## config.mk

```make
export PLATFORM = sky130hd
export DESIGN_NAME = mp_addsub_serial_flat
export DESIGN_NICKNAME = d
export VERILOG_FILES = /design/src/rtl/mp_addsub_serial_if.sv /design/src/rtl/mp_addsub_serial.sv /design/src/flat_wrapper.sv
export SDC_FILE = /design/constraint.sdc
export NUM_CORES = 2
export LEC_CHECK = 0
export BUFFER_PORTS_ARGS = -buffer_cell sky130_fd_sc_hd__buf_2
export CORE_AREA = 4 4 598 600
export CTS_BUF_LIST = sky130_fd_sc_hd__clkbuf_4
export DETAILED_ROUTE_END_ITERATION = 8
export DIE_AREA = 0 0 602 604
export PLACE_DENSITY = 0.49
export SLEW_MARGIN = 20
export SYNTH_ARGS = -nofsm -noshare
export SYNTH_HDL_FRONTEND = slang
export SYNTH_SLANG_ARGS = --single-unit
```

## constraint.sdc

```tcl
create_clock -name clk -period 116 [get_ports clk]
set_clock_uncertainty 0.1 [all_clocks]
set_input_delay 17.4 -clock clk [delete_from_list [all_inputs] [get_ports clk]]
set_output_delay 17.4 -clock clk [all_outputs]
set_load 0.005 [all_outputs]
```

## src/rtl/mp_addsub_serial_if.sv

```systemverilog
// Start/done request bus between a requester and the limb-serial adder/subtractor.
// MPADD_ZERO_FLAG_EN adds the registered zero-result flag.
interface mp_addsub_serial_if #(
    parameter int unsigned WIDTH = 514
);
    logic             start;
    logic             subtract;
    logic [WIDTH-1:0] A;
    logic [WIDTH-1:0] B;
    logic [WIDTH:0]   C;
    logic             done;
    logic             busy;
`ifdef MPADD_ZERO_FLAG_EN
    logic             zero;

    modport master (output start, subtract, A, B, input C, done, busy, zero);
    modport slave  (input start, subtract, A, B, output C, done, busy, zero);
`else
    modport master (output start, subtract, A, B, input C, done, busy);
    modport slave  (input start, subtract, A, B, output C, done, busy);
`endif
endinterface

```

## src/rtl/mp_addsub_serial.sv

```systemverilog
// Limb-serial multi-precision adder/subtractor, one LIMB-bit slice per cycle.
// Optional zero-result flag when MPADD_ZERO_FLAG_EN is defined.
module mp_addsub_serial #(
    parameter int unsigned WIDTH = 514,
    parameter int unsigned LIMB  = 64
) (
    input  logic               clk,
    input  logic               rst,
    mp_addsub_serial_if.slave  bus
);
    localparam int unsigned NLIMB = (WIDTH + LIMB) / LIMB;
    localparam int unsigned P     = NLIMB * LIMB;
    localparam int unsigned CW    = (NLIMB > 1) ? $clog2(NLIMB) : 1;
    localparam logic [CW-1:0] LAST = CW'(NLIMB - 1);

    typedef enum logic [1:0] {S_IDLE, S_RUN, S_DONE} state_t;

    state_t         state_q, state_d;
    logic [CW-1:0]  ctr_q, ctr_d;
    logic           carry_q, carry_d;
    logic [P-1:0]   opa_q, opa_d;
    logic [P-1:0]   opb_q, opb_d;
    logic [WIDTH:0] c_q, c_d;
    logic           done_q, done_d;
    logic           busy_q, busy_d;
    logic [LIMB:0]  sum;

    // opa doubles as the result accumulator: consumed limbs shift out the bottom,
    // produced limbs shift in at the top, so after NLIMB steps it holds the result.
    always_comb sum = {1'b0, opa_q[LIMB-1:0]} + {1'b0, opb_q[LIMB-1:0]} + (LIMB+1)'(carry_q);

`ifdef MPADD_ZERO_FLAG_EN
    localparam logic [LIMB-1:0] TOP_MASK = {LIMB{1'b1}} >> (P - WIDTH - 1);
    logic nz_q, nz_d, zero_q, zero_d, limb_nz;

    // Only result bits that land in C count toward the flag.
    always_comb limb_nz = (ctr_q == LAST) ? |(sum[LIMB-1:0] & TOP_MASK) : |sum[LIMB-1:0];
`endif

    always_comb begin
        state_d = state_q;
        ctr_d   = ctr_q;
        carry_d = carry_q;
        opa_d   = opa_q;
        opb_d   = opb_q;
        c_d     = c_q;
        done_d  = 1'b0;
        busy_d  = busy_q;
`ifdef MPADD_ZERO_FLAG_EN
        nz_d    = nz_q;
        zero_d  = zero_q;
`endif
        case (state_q)
            S_IDLE, S_DONE: begin
                if (bus.start) begin
                    opa_d   = P'(bus.A);
                    opb_d   = bus.subtract ? ~P'(bus.B) : P'(bus.B);
                    carry_d = bus.subtract;
                    ctr_d   = '0;
                    busy_d  = 1'b1;
                    state_d = S_RUN;
`ifdef MPADD_ZERO_FLAG_EN
                    nz_d    = 1'b0;
`endif
                end else begin
                    busy_d  = 1'b0;
                    state_d = S_IDLE;
                end
            end
            S_RUN: begin
                opa_d   = (opa_q >> LIMB) | (P'(sum[LIMB-1:0]) << (P - LIMB));
                opb_d   = opb_q >> LIMB;
                carry_d = sum[LIMB];
                ctr_d   = ctr_q + CW'(1);
`ifdef MPADD_ZERO_FLAG_EN
                nz_d    = nz_q | limb_nz;
`endif
                if (ctr_q == LAST) begin
                    c_d     = opa_d[WIDTH:0];
                    done_d  = 1'b1;
                    busy_d  = 1'b0;
                    state_d = S_DONE;
`ifdef MPADD_ZERO_FLAG_EN
                    zero_d  = ~(nz_q | limb_nz);
`endif
                end
            end
            default: begin
                busy_d  = 1'b0;
                state_d = S_IDLE;
            end
        endcase
    end

    always_ff @(posedge clk or posedge rst) begin
        if (rst) begin
            state_q <= S_IDLE;
            ctr_q   <= '0;
            carry_q <= 1'b0;
            opa_q   <= '0;
            opb_q   <= '0;
            c_q     <= '0;
            done_q  <= 1'b0;
            busy_q  <= 1'b0;
`ifdef MPADD_ZERO_FLAG_EN
            nz_q    <= 1'b0;
            zero_q  <= 1'b0;
`endif
        end else begin
            state_q <= state_d;
            ctr_q   <= ctr_d;
            carry_q <= carry_d;
            opa_q   <= opa_d;
            opb_q   <= opb_d;
            c_q     <= c_d;
            done_q  <= done_d;
            busy_q  <= busy_d;
`ifdef MPADD_ZERO_FLAG_EN
            nz_q    <= nz_d;
            zero_q  <= zero_d;
`endif
        end
    end

    assign bus.C    = c_q;
    assign bus.done = done_q;
    assign bus.busy = busy_q;
`ifdef MPADD_ZERO_FLAG_EN
    assign bus.zero = zero_q;
`endif
endmodule

```

## src/flat_wrapper.sv

```systemverilog
// flat-port wrapper written by rule: the top's interface ports become plain ports
module mp_addsub_serial_flat 
#(
    parameter int unsigned WIDTH = 514,
    parameter int unsigned LIMB  = 64
)
  (clk, rst, bus_start, bus_subtract, bus_A, bus_B, bus_C, bus_done, bus_busy);
  mp_addsub_serial_if #(.WIDTH(WIDTH)) bus_i ();
  input  logic clk;
  input  logic rst;
  input wire logic [$bits(bus_i.start)-1:0] bus_start;
  input wire logic [$bits(bus_i.subtract)-1:0] bus_subtract;
  input wire logic [$bits(bus_i.A)-1:0] bus_A;
  input wire logic [$bits(bus_i.B)-1:0] bus_B;
  output wire logic [$bits(bus_i.C)-1:0] bus_C;
  output wire logic [$bits(bus_i.done)-1:0] bus_done;
  output wire logic [$bits(bus_i.busy)-1:0] bus_busy;
  assign bus_i.start = bus_start;
  assign bus_i.subtract = bus_subtract;
  assign bus_i.A = bus_A;
  assign bus_i.B = bus_B;
  assign bus_C = bus_i.C;
  assign bus_done = bus_i.done;
  assign bus_busy = bus_i.busy;
  mp_addsub_serial #(.WIDTH(WIDTH), .LIMB(LIMB)) u_core (.clk(clk), .rst(rst), .bus(bus_i));
endmodule
```

==> impl_metrics.toml <==
[timing]
max_freq_mhz = 46.21
max_slew_margin_pct = 22.39
post-route-min-period_ns = 21.64
finalMaxSlewViolations = 0
setup_viol = 0
hold_violations = 0
fin_crit_sh_pct = 18.66
tns_ns = 0
worst_pin_slew_ns = 1.164
rsz0062_at_grt = "no"

[detailed_routing]
vias_per_cell = 4.585
wire_per_inst_um = 27.99
drt_wl_total_um = 408000
firstDrtPassIters = 6
ant_nets = 0
drt_iter0_drc = 6005
remaining_drc_errors = 0
vias = 66830

[synthesis]
syn_nets = 8971
avgSynthCellArea_sq_um = 9.519
ys_ff_latch = 1614
synth_area_sq_um = 74940
ys_warn_count = 0
synthFlopType = "dfrtp_1"
synthArstFlopShare_pct = 100.0
ys_top_cells_by_area = "dfrtp_1 (54%), nand2_1 (10%), a31oi_1 (8.1%), mux2_2 (7.7%), xor2_1 (6.3%)"
synth-seq-area-share_pct = 53.90
yosysTopAreaCell = "dfrtp_1"
synthCells = 7872
synth_edf_count = 0
synth_top_area_share_pct = 53.90
synth_cell_types = 66

[setup_path]
end_kind = "flip-flop"
required_ns = 117.04
crit_path_max_fanout = 218
crit_type = "input port to flip-flop"
worstRegToRegCells = 8
critPathLaunchType = "input port"
rrSetupSlack_ns = 109.90
r2r_start = "u_core.state_q[0]$_DFFE_PP0P_"
cp.arrival_ns = 22.68
reg2reg_to = "u_core.opb_q[328]$_DFFE_PP0P_"

[cts]
post_cts_buffers = 0
clk_latency_ns = 1.44
htreeDepth = 5
clockBufferDepth = 4
cts.sinks = 1614
cts_buffers = 467
ctsRootBufferMaster = "clkbuf_4"
clk_pin_slew_ns = 0.07
cts_tree = "done"
cts_hold_buffers = 0
post_cts_resized = 0

[floorplan]
fp.dieW_um = 602
die_h_um = 604
die_area_sq_um = 363600
start_util_pct = 21.28
pin_count = 1549
rows = 218
core_area_sq_um = 352100

[global_routing]
grt_pass1_wl_um = 544000
grt_max_degree = 219
gr-usage-all-layers_pct = 21.39
antenna_found_initial = 243
grt_pass1_vias = 64820
grt.overflow.total = 0

[place]
placed_cells = 13630
routabilityCongestion = 0.9411
portBuffers = 1548
dp_hpwl_um = 319700

[hold_path]
hp-start = "u_core.opb_q[371]$_DFFE_PP0P_"
hold_end = "u_core.opb_q[307]$_DFFE_PP0P_"
whs_path_depth = 2
hold_class = "flip-flop to flip-flop"

[finish]
drive_gt1_share_pct = 30.07
syn_to_final_growth_pct = 24.84
fillCellCount = 38550
fin_cells = 14580
num-nets-final = 10470
multi_input_area_sq_um = 32200
regArea_sq_um = 40390

[run_status]
status = "completed"

[pwr]
power.leakage_nw = 41.97
p_per_area_nw_per_um2 = 32.13
finalPower_w = 0.003006
peakVddDrop_uv = 19.52

[flow_run]
maxCapViolCount = 0
==> worst max-delay path by stage <==
stage	slack, ns	depth (start not counted)	start	end
2_1_floorplan	52.96	1	rst	u_core.bus.C[0]$_DFFE_PP0P_
3_3_place_gp	93.07	9	bus_start	u_core.opb_q[436]$_DFFE_PP0P_
6_report	94.36	9	bus_start	u_core.opb_q[328]$_DFFE_PP0P_
4_1_cts	94.53	9	bus_start	u_core.opb_q[441]$_DFFE_PP0P_
5_1_grt	94.10	9	bus_start	u_core.opb_q[308]$_DFFE_PP0P_
3_5_place_dp	93.06	9	bus_start	u_core.opb_q[440]$_DFFE_PP0P_
==> per-stage QoR <==
stage,setup slack [ns],cell area (sq um),hold WS [ns],util (%)
after floorplan,52.96,74940,0.3387,-
after global placement,93.07,87160,0.3718,24.75
after detailed placement,93.06,87160,0.3795,24.75
after CTS,94.53,93240,0.2953,26.48
after global routing,94.10,93420,0.2991,26.53
final,94.36,93550,0.2972,26.57
==> flip-flops by register name, summed over array words and instances, names as in the netlist <==
signal,count
u_core.ctr_q,4
u_core.state_q,2
u_core.opb_q,515
u_core.opa_q,576
u_core.carry_q,1
u_core.bus.C,515
u_core.bus.done,1
==> synthesized netlist by cell type (21+ instances only) <==
master,number
nand2_1,2049
dfrtp_1,1614
nor2_1,1009
a31oi_1,975
clkbuf_1,538
xor2_1,538
mux2_2,515
o21ai_0,92
a21oi_1,77
buf_1,75
ha_1,65
a221o_1,62
a21o_1,31
xnor2_1,30
inv_1,21
nand4_1,21
==> critical path, cell delays in order <==
cell and delay, ns:
buf_2 0.12, nand2b_4 0.48, buf_4 0.80, buf_4 0.83
buf_4 0.85, buf_12 0.68, buf_4 0.83, nor2_1 0.13
a31oi_1 0.16
==> cells in the final DEF (no fill, tap or decap), types with 88 or more instances in the layout <==
| cell | count |
|---|---|
| a31oi_1 | 975 |
| buf_2 | 1547 |
| buf_4 | 88 |
| clkbuf_4 | 707 |
| dfrtp_1 | 1614 |
| diode_2 | 110 |
| mux2_2 | 515 |
| nand2_1 | 2049 |
| nor2_1 | 1008 |
| o21ai_0 | 92 |
| xor2_1 | 538 |
==> cell families (layout without fill, tap and decap cells) <==
kind of cell,after synthesis,in the layout,synth area share [%]
simple gates,3149,3149,16.05
flops,1614,1614,53.90
compound gates,1321,1321,11.32
buf+inv,636,2500,3.192
xor+xnor,568,568,6.639
mux,517,517,7.766
fa+ha+maj,67,67,1.139
other cells,0,110,0
==> per-layer routing <==
metal / vias to the layer above / GRT usage, % / wire [um]
li1: 30110 / - / -
met1: 32900 / 23.96 / 150700
met2: 2768 / 36.04 / 198300
met3: 974 / 4.478 / 24590
met4: 90 / 15.53 / 33820
met5: - / 0 / 554
==> where the power goes <==
| part | total (W) | internal (W) | switching, W |
|---|---|---|---|
| combinational | 0.00124 | 0.000453 | 0.000786 |
| clock | 0.000568 | 0.000290 | 0.000278 |
| sequential | 0.00120 | 0.000853 | 0.000346 |
| total | 0.00301 | 0.00160 | 0.00141 |
==> area by class of cell <==
type                       count  share of cell area, %
antenna                      110                 0.2942
inverter                      21                0.09228
timing repair buffer        1645                  9.190
clock buffer                 707                  5.673
tap                         4730                  6.326
multi-input combinational   5622                  34.42
sequential                  1614                  43.17
clock inverter               127                 0.8332
Power figures use the tool's default switching activity.
